[config.mk]
export PLATFORM = sky130hd
export DESIGN_NAME = memory_stage
export DESIGN_NICKNAME = d
export VERILOG_FILES = /design/src/rtl/memory_stage.sv
export SDC_FILE = /design/constraint.sdc
export NUM_CORES = 1
export LEC_CHECK = 0
export ABC_AREA = 1
export BUFFER_PORTS_ARGS = -buffer_cell sky130_fd_sc_hd__buf_2
export CORE_AREA = 2 2 215 217
export CTS_BUF_LIST = sky130_fd_sc_hd__clkbuf_8 sky130_fd_sc_hd__clkbuf_16
export CTS_CLUSTER_DIAMETER = 120
export DETAILED_ROUTE_END_ITERATION = 10
export DIE_AREA = 0 0 217 219
export SETUP_SLACK_MARGIN = 0.2
export SLEW_MARGIN = 20
export SYNTH_ARGS = -nofsm -noshare
export SYNTH_HDL_FRONTEND = slang
export SYNTH_SLANG_ARGS = --single-unit
[constraint.sdc]
create_clock -name clk -period 2.2 [get_ports clk]
set_input_delay 0.11 -clock clk [delete_from_list [all_inputs] [get_ports clk]]
set_output_delay 0.11 -clock clk [all_outputs]
set_load 0.02 [all_outputs]
[src/rtl/memory_stage.sv]
// Memory pipeline stage: bus initiator for loads/stores, passes ALU results through.
// Optional MEM_MISALIGN_CHECK_EN adds out_misalign and suppresses misaligned bus requests.
module memory_stage #(
  parameter int XLEN = 64
) (
  input  logic            clk,
  input  logic            resetn,
  input  logic            in_valid,
  output logic            in_ready,
  input  logic [XLEN-1:0] in_pc,
  input  logic [XLEN-1:0] in_result,
  input  logic [XLEN-1:0] in_wdata,
  input  logic [4:0]      in_wa,
  input  logic            in_regwrite,
  input  logic            in_memread,
  input  logic            in_memwrite,
  input  logic [1:0]      in_msize,
  input  logic            in_unsigned,
  output logic            dreq_valid,
  output logic [XLEN-1:0] dreq_addr,
  output logic [1:0]      dreq_size,
  output logic [7:0]      dreq_strobe,
  output logic [XLEN-1:0] dreq_data,
  input  logic            dresp_addr_ok,
  input  logic            dresp_data_ok,
  input  logic [XLEN-1:0] dresp_data,
  output logic            out_valid,
  input  logic            out_ready,
  output logic [XLEN-1:0] out_pc,
  output logic [XLEN-1:0] out_result,
  output logic [4:0]      out_wa,
  output logic            out_regwrite
`ifdef MEM_MISALIGN_CHECK_EN
  ,
  output logic            out_misalign
`endif
);

  typedef enum logic [1:0] {S_IDLE, S_REQ, S_WAIT, S_DONE} state_t;

  state_t          r_state;
  state_t          w_state_next;
  state_t          w_accept_state;

  logic [XLEN-1:0] r_pc;
  logic [XLEN-1:0] r_addr;
  logic [XLEN-1:0] r_wdata;
  logic [XLEN-1:0] r_result;
  logic [4:0]      r_wa;
  logic            r_regwrite;
  logic            r_memread;
  logic            r_memwrite;
  logic [1:0]      r_msize;
  logic            r_unsigned;

  logic            w_accept;
  logic            w_is_mem;
  logic            w_bad_align;
  logic            w_data_done;
  logic [7:0]      w_base;
  logic [XLEN-1:0] w_shifted;
  logic [XLEN-1:0] w_load_data;

  assign in_ready = (r_state == S_IDLE) || (r_state == S_DONE && out_ready);
  assign w_accept = in_valid && in_ready;
  assign w_is_mem = in_memread || in_memwrite;

`ifdef MEM_MISALIGN_CHECK_EN
  logic r_misalign;
  logic w_misaligned;

  always_comb begin
    w_misaligned = 1'b0;
    case (in_msize)
      2'd1:    w_misaligned = in_result[0];
      2'd2:    w_misaligned = |in_result[1:0];
      2'd3:    w_misaligned = |in_result[2:0];
      default: w_misaligned = 1'b0;
    endcase
  end

  assign w_bad_align  = w_is_mem && w_misaligned;
  assign out_misalign = r_misalign;

  always_ff @(posedge clk or negedge resetn) begin
    if (!resetn) begin
      r_misalign <= 1'b0;
    end else if (w_accept) begin
      r_misalign <= w_bad_align;
    end
  end
`else
  assign w_bad_align = 1'b0;
`endif

  assign w_accept_state = (w_is_mem && !w_bad_align) ? S_REQ : S_DONE;

  // Data phase ends either together with the address phase or later in WAIT.
  assign w_data_done = (r_state == S_REQ  && dresp_addr_ok && dresp_data_ok) ||
                       (r_state == S_WAIT && dresp_data_ok);

  always_comb begin
    w_state_next = r_state;
    case (r_state)
      S_IDLE: begin
        if (w_accept) w_state_next = w_accept_state;
      end
      S_REQ: begin
        if (dresp_addr_ok) w_state_next = dresp_data_ok ? S_DONE : S_WAIT;
      end
      S_WAIT: begin
        if (dresp_data_ok) w_state_next = S_DONE;
      end
      S_DONE: begin
        if (out_ready) w_state_next = in_valid ? w_accept_state : S_IDLE;
      end
      default: w_state_next = S_IDLE;
    endcase
  end

  always_ff @(posedge clk or negedge resetn) begin
    if (!resetn) begin
      r_state <= S_IDLE;
    end else begin
      r_state <= w_state_next;
    end
  end

  always_comb begin
    w_base = 8'h01;
    case (r_msize)
      2'd0:    w_base = 8'h01;
      2'd1:    w_base = 8'h03;
      2'd2:    w_base = 8'h0F;
      default: w_base = 8'hFF;
    endcase
  end

  assign dreq_valid  = (r_state == S_REQ);
  assign dreq_addr   = r_addr;
  assign dreq_size   = r_msize;
  assign dreq_strobe = r_memwrite ? (w_base << r_addr[2:0]) : 8'h00;
  assign dreq_data   = r_wdata << {r_addr[2:0], 3'b000};

  assign w_shifted = dresp_data >> {r_addr[2:0], 3'b000};

  always_comb begin
    w_load_data = w_shifted;
    case (r_msize)
      2'd0:    w_load_data = {{(XLEN-8){w_shifted[7] & ~r_unsigned}}, w_shifted[7:0]};
      2'd1:    w_load_data = {{(XLEN-16){w_shifted[15] & ~r_unsigned}}, w_shifted[15:0]};
      2'd2:    w_load_data = {{(XLEN-32){w_shifted[31] & ~r_unsigned}}, w_shifted[31:0]};
      default: w_load_data = w_shifted;
    endcase
  end

  // r_result starts as the ALU result and is overwritten only by load data.
  always_ff @(posedge clk or negedge resetn) begin
    if (!resetn) begin
      r_pc       <= '0;
      r_addr     <= '0;
      r_wdata    <= '0;
      r_result   <= '0;
      r_wa       <= '0;
      r_regwrite <= 1'b0;
      r_memread  <= 1'b0;
      r_memwrite <= 1'b0;
      r_msize    <= 2'd0;
      r_unsigned <= 1'b0;
    end else if (w_accept) begin
      r_pc       <= in_pc;
      r_addr     <= in_result;
      r_wdata    <= in_wdata;
      r_result   <= in_result;
      r_wa       <= in_wa;
      r_regwrite <= in_regwrite && !w_bad_align;
      r_memread  <= in_memread;
      r_memwrite <= in_memwrite;
      r_msize    <= in_msize;
      r_unsigned <= in_unsigned;
    end else if (w_data_done && r_memread) begin
      r_result   <= w_load_data;
    end
  end

  assign out_valid    = (r_state == S_DONE);
  assign out_pc       = r_pc;
  assign out_result   = r_result;
  assign out_wa       = r_wa;
  assign out_regwrite = r_regwrite;

endmodule

==> key figures, run 1 <==
Die
  • Die width: 217 um
  • Core ar.: 45090 um2
  • Initial Util: 32.70%
  • Num rows: 78
  • Die area: 47520 um2
  • Die Y-Extent: 219 um
  • I/O pins: 548

CTS
  • Clock latency on the worst-skew pair: 0.56 ns
  • Root Buffer: clkbuf_16
  • CTS tree: yes
  • Worst-path clk slew: 0.06 ns
  • H-tree levels: 2
  • Worst-case clock buffer depth: 3
  • Num CTS Buffers: 34
  • Clock sink total: 269

Run status
  • Failing checks: setup timing
  • Status: finished with violations

Timing
  • Max Transition Viols Final: 0
  • Unrepaired setup endpoints after global routing: yes
  • Relative slew margins: 60.74%
  • Clock Skew: 0.03290 ns
  • Slew @ Worst Pin: 0.5889 ns
  • Crit share post-route: 102.6%
  • Final setup viols: 8
  • Minimum clock period: 2.258 ns
  • Final Hold Fails: 0
  • Max Freq: 0.4429 GHz
  • PnR worst setup slack: -0.05804 ns
  • Hold WS: 0.05372 ns

Synthesis
  • Register area share after synthesis: 45.66%
  • Area of the mapped netlist: 14740 um2
  • Synth Instances: 2071
  • Post-Syn Nets: 2344
  • Synth Area per Inst: 7.119 um2
  • Synth cell types: 33
  • Ys Warns: 0
  • Post-synthesis register bit count: 269

Routing
  • Final wirelength: 69970 um
  • First-pass DRT Iterations: 8
  • Iteration-0 DRC Markers: 1395
  • Routed vias: 17490
  • DRC: 0
  • Via/cell ratio: 5.061
  • WL per Instance: 20.25 um
  • Remaining antenna violation count: 0

Global routing
  • Vias in the first global route: 16960
  • GR Util All Layers: 27.39%
  • Initial antenna violation count: 10
  • First-pass GRT wire length: 100200 um
  • GR Overflow Total: 0
  • Largest net degree at the start of global routing: 118

Setup path
  • Worst path required time: 2.09 ns
  • Critical Path End Type: output pin
  • Worst EP arrival: 2.15 ns
  • Crit-path max FO: 9
  • Worst setup path category: flop to output pin
  • Worst setup SP type: flop

Pwr
  • Pleak: 12.43 nW
  • Worst IR Drop VDD: 1029 uV
  • Total power: 40.26 mW
  • Pwr Density: 1717 nW/um2

Placed design
  • Port bufs: 547
  • Placed insts: 3129
  • Final GP Congestion: 0.9486
  • DP HPWL: 46590 um

Finish
  • Most common cell after layout, fill and taps aside: nand2_1
  • Layout area overhead: 59.05%
  • Layout cell share with drive strength beyond 1: 31.99%
  • Final #Nets: 3096
  • Final cell count without fillers: 3455
  • Most frequent cells in the layout: 828 x nand2_1, 494 x buf_2, 266 x dfrtp_1

Min path
  • HP Class: input pin to flop

Flow run
  • Max-cap violations: 0
cell families after synthesis:
family,Yosys count,share of synthesized area [%]
and+or+nand+nor,1165,31.68
AOI/OAI and AO/OA,339,12.24
buffers and inverters,274,8.792
DFF,269,45.66
muxes,24,1.629
final cells by class:
type | count | area (um2)
Clock inverter | 21 | 167.7
Fill cell | 4264 | 21640
Sequential cell | 269 | 6738
Clock buffer | 40 | 933.4
Tap cell | 600 | 750.7
Antenna cell | 7 | 17.52
Timing Repair Buffer | 862 | 6728
Inverter | 127 | 506.7
Multi-Input combinational cell | 1529 | 7607
metrics by stage:
stage / setup TNS [ns] / area [um2] / util, % / worst slack, ns
finish: -0.1368 / 23450 / 52.01 / -0.05804
floorplan: 0 / 14740 / - / 0.2545
CTS: -0.7824 / 22270 / 49.38 / -0.07151
global route: -2.776 / 23440 / 51.98 / -0.09909
detailed placement: 0 / 18200 / 40.35 / 0.2455
global placement: 0 / 18200 / 40.35 / 0.2742
flip-flops by register name, summed over array words and instances (netlist names):
signal,count
dreq_addr,64
r_state,2
out_regwrite,1
r_memwrite,1
r_wdata,64
r_memread,1
dreq_size,2
r_unsigned,1
out_pc,64
out_result,64
out_wa,5
what timing repair did:
| action | CTS | global route |
|---|---|---|
| setup buffers | 16 | 12 |
| setup endpoints to repair | 72 | 145 |
| hold endpoints to repair | 313 | 0 |
| pin swaps | 21 | 63 |
| gates cloned | 8 | 17 |
| resized for setup | 187 | 197 |
| hold buffers | 205 | 0 |
power by group:
part / internal [mW] / switching [mW] / total [mW]
registers: 7.34 / 1.68 / 9.02
clock network: 3.27 / 2.32 / 5.59
logic: 9.62 / 16.0 / 25.7
path summary, 6_finish.rpt:
| kind | from | slack (ns) | endpoint | cells after the start |
|---|---|---|---|---|
| max | dreq_addr[0] | -0.06 | dreq_data[55] | 8 |
| min in group asynchronous | resetn | 0.13 | out_result[24] | 2 |
| max in group asynchronous | resetn | 1.17 | r_state[0] | 3 |
| min | in_valid | 0.05 | r_state[0] | 3 |
| max reg2reg | dreq_addr[0] | 0.02 | out_result[22] | 11 |
| min reg2reg | out_pc[46] | 0.48 | out_pc[46] | 2 |
worst max-delay path: stages (launching register included):
cell	delay (ns)
dfrtp_4	0.51
buf_12	0.17
buf_12	0.15
nand2_4	0.07
o21ai_4	0.06
nor2_2	0.11
a21oi_2	0.06
mux2i_2	0.26
buf_4	0.20
layer usage:
metal | wire, um | global-route usage, % | vias up
met5 | 49 | 0 | -
li1 | - | - | 8151
met4 | 3108 | 11.10 | 8
met1 | 28360 | 34.59 | 8287
met2 | 33080 | 45.75 | 861
met3 | 5375 | 5.669 | 179
cells in the mapped netlist (all sizes together):
| cell | count | share of area (%) |
|---|---|---|
| nor3 | 4 | 0.14 |
| o2111ai | 1 | 0.059 |
| nand4 | 32 | 1.4 |
| clkinv | 1 | 0.025 |
| a21o | 1 | 0.051 |
| nand3 | 108 | 3.7 |
| o211ai | 27 | 1.4 |
| a21oi | 82 | 2.8 |
| nand2 | 882 | 23 |
| o22ai | 3 | 0.13 |
| a211oi | 1 | 0.051 |
| or2 | 9 | 0.38 |
| o21bai | 2 | 0.10 |
| nor2 | 130 | 3.4 |
| clkbuf | 33 | 0.84 |
| dfrtp | 269 | 46 |
| a22oi | 4 | 0.20 |
| a31oi | 10 | 0.42 |
| mux2i | 24 | 1.6 |
| inv | 126 | 3.2 |
| buf | 114 | 4.7 |
| o21ai | 208 | 7.1 |
Power figures use the tool's default switching activity.
==> inputs of run 2 (changes only) <==
--- a/config.mk
+++ b/config.mk
@@ -7,13 +7,14 @@
 export LEC_CHECK = 0
 export ABC_AREA = 1
 export BUFFER_PORTS_ARGS = -buffer_cell sky130_fd_sc_hd__buf_2
-export CORE_AREA = 2 2 215 217
+export CORE_AREA = 2 2 213 215
 export CTS_BUF_LIST = sky130_fd_sc_hd__clkbuf_8 sky130_fd_sc_hd__clkbuf_16
 export CTS_CLUSTER_DIAMETER = 120
 export DETAILED_ROUTE_END_ITERATION = 10
-export DIE_AREA = 0 0 217 219
+export DIE_AREA = 0 0 215 217
 export SETUP_SLACK_MARGIN = 0.2
 export SLEW_MARGIN = 20
 export SYNTH_ARGS = -nofsm -noshare
 export SYNTH_HDL_FRONTEND = slang
 export SYNTH_SLANG_ARGS = --single-unit
+export TNS_END_PERCENT = 30
==> run 2 against run 1 <==
  * The flow still finishes with violations (setup timing)
  * Clock power down 3%
  * Sequential power up 0.6%
  * Worst hold slack worse by 0.021 ns
  * Utilization down 0.82 points
  * Largest power group unchanged
  * Highest routed layer unchanged
==> key figures, run 2 (synthesis results as in run 1) <==
Routing
  • First-pass DRT Iterations: 5
  • Routed vias: 17280
  • Final wirelength: 66090 um
  • Met1 wire length: 27010 um
  • DRC: 0
  • Remaining antenna violation count: 0
  • Top Layer Used: met5
  • Via/cell ratio: 5.040
  • Metal3 WL: 4726 um
  • Iteration-0 DRC Markers: 1460
  • WL per Instance: 19.28 um
  • Routed wl met2: 31060 um

Min path
  • Hold endpoint: out_result[63]
  • HP Class: input pin to flop
  • HP Start: dresp_data[63]
  • Hold Path Depth: 5

Setup path
  • Crit-path max FO: 13
  • FF-to-FF Start: dreq_addr[0]
  • R2R Path End: out_result[12]
  • Worst EP arrival: 2.31 ns
  • Critical Path End Type: output pin
  • R2R setup slack: -0.02 ns
  • Worst setup SP type: flop
  • Worst setup path category: flop to output pin
  • R2R cell count: 10
  • Worst path required time: 2.09 ns

Placed design
  • Placed insts: 3130
  • DP HPWL: 46580 um
  • Port bufs: 547
  • Final GP Congestion: 0.9338
  • Setup WS pre-CTS: 0.0004436 ns

Timing
  • Final setup viols: 62
  • Max Transition Viols Final: 0
  • Final Hold Fails: 0
  • Minimum clock period: 2.420 ns
  • Clock Skew: 0.02313 ns
  • Max Freq: 0.4133 GHz
  • Crit share post-route: 110.0%
  • Unrepaired setup endpoints after global routing: yes
  • Relative slew margins: 43.27%
  • PnR worst setup slack: -0.2196 ns
  • Hold WS: 0.03259 ns
  • Slew @ Worst Pin: 0.8509 ns

Flow run
  • Max-cap violations: 0

Global routing
  • Vias in the first global route: 16880
  • Initial antenna violation count: 15
  • Largest net degree at the start of global routing: 97
  • GR Overflow Total: 0
  • First-pass GRT wire length: 98970 um
  • GR Util All Layers: 27.06%

Finish
  • Layout area overhead: 55.19%
  • Most frequent cells in the layout: 833 x nand2_1, 496 x buf_2, 266 x dfrtp_1
  • Final #Nets: 3074
  • Most common cell after layout, fill and taps aside: nand2_1
  • Final cell count without fillers: 3428
  • Core Util, Final: 51.19%
  • Layout cell share with drive strength beyond 1: 30.95%

CTS
  • Clock sink total: 269
  • H-tree levels: 1
  • CTS tree: yes
  • Clock latency on the worst-skew pair: 0.60 ns
  • Worst-path clk slew: 0.07 ns
  • Root Buffer: clkbuf_16
  • Worst-case clock buffer depth: 3
  • Num CTS Buffers: 31

Pwr
  • Pleak: 12.16 nW
  • Pwr Density: 1695 nW/um2
  • Sequential Power Share: 23.4%
  • Combinational share of power: 62.6%
  • Sw Share: 49.64%
  • Clock share of power: 14.0%
  • Internal Power: 19.53 mW
  • Worst IR Drop VDD: 1139 uV
  • NetSw: 19.26 mW

Die
  • Core ar.: 44700 um2
  • Initial Util: 32.98%
  • Num rows: 78
  • I/O pins: 548
  • Die width: 215 um
  • Die area: 46660 um2
  • Die Y-Extent: 217 um

Run status
  • Status: finished with violations
  • Failing checks: setup timing
run 2: changes by cell type in the layout (fill, tap and decap cells not counted), moves of 14 or more:
cell / change
o21ai_0: -14
nand2_4: -14
a21oi_1: +20
clkbuf_16: -15
a21oi_2: -19
o21ai_2: +14
run 2: cell type report:
type | instances | area (um2)
fill | 4294 | 21820
multi-input combinational | 1528 | 7508
sequential | 269 | 6738
timing repair buffer | 844 | 6295
clock buffer | 40 | 899.6
tap | 600 | 750.7
inverter | 127 | 511.7
clock inverter | 16 | 166.4
antenna | 4 | 10.01
run 2: what timing repair did:
item,4_1_cts,5_1_grt
hold endpoints to repair,504,0
gates resized for setup,192,174
cloned,7,1
pin swaps,50,65
buffers inserted,14,7
hold buffers,209,0
endpoints found under the setup margin,84,155
run 2: stage by stage:
stage	total power, mW	setup TNS, ns	instance area (um2)
floorplan	21.76	0	14740
global placement	28.80	0	18110
detailed placement	29.02	0	18110
CTS	36.96	-5.183	22120
global route	41.31	-10.94	22880
finish	38.79	-6.568	22880
run 2: metal layers:
layer | vias to the layer above | track usage, %
li1 | 8082 | -
met1 | 8186 | 34.46
met2 | 801 | 45.46
met3 | 189 | 5.213
met4 | 18 | 10.67
met5 | - | 0
run 2: critical path, cell delays in order, from the launching register on:
cell and delay [ns]:
dfrtp_4 0.53, buf_12 0.17, buf_4 0.15, buf_12 0.15
mux2i_1 0.23, nand2_1 0.10, nand3_1 0.08, o21ai_1 0.10
buf_2 0.18
run 2: power groups by stage:
stage | Sequential [mW] | Combinational [mW] | Clock, mW
floorplan | 10.7 | 11.0 | 0
global placement | 8.90 | 19.9 | 0
global route | 9.33 | 26.2 | 5.74
finish | 9.07 | 24.3 | 5.42
detailed placement | 8.95 | 20.1 | 0
CTS | 8.94 | 22.5 | 5.55
run 2: worst max path at each step:
stage                       from        endpoint  slack [ns]  depth (start not counted)
floorplan           dreq_addr[1]   dreq_data[40]        0.25                          6
global placement    dreq_addr[0]  out_result[52]        0.04                          7
detailed placement  dreq_addr[0]  out_result[52]      0.0004                          7
CTS                 dreq_addr[0]   dreq_data[55]       -0.19                          9
global route        dreq_addr[0]   dreq_data[49]       -0.27                          9
finish              dreq_addr[0]   dreq_data[33]       -0.22                          8
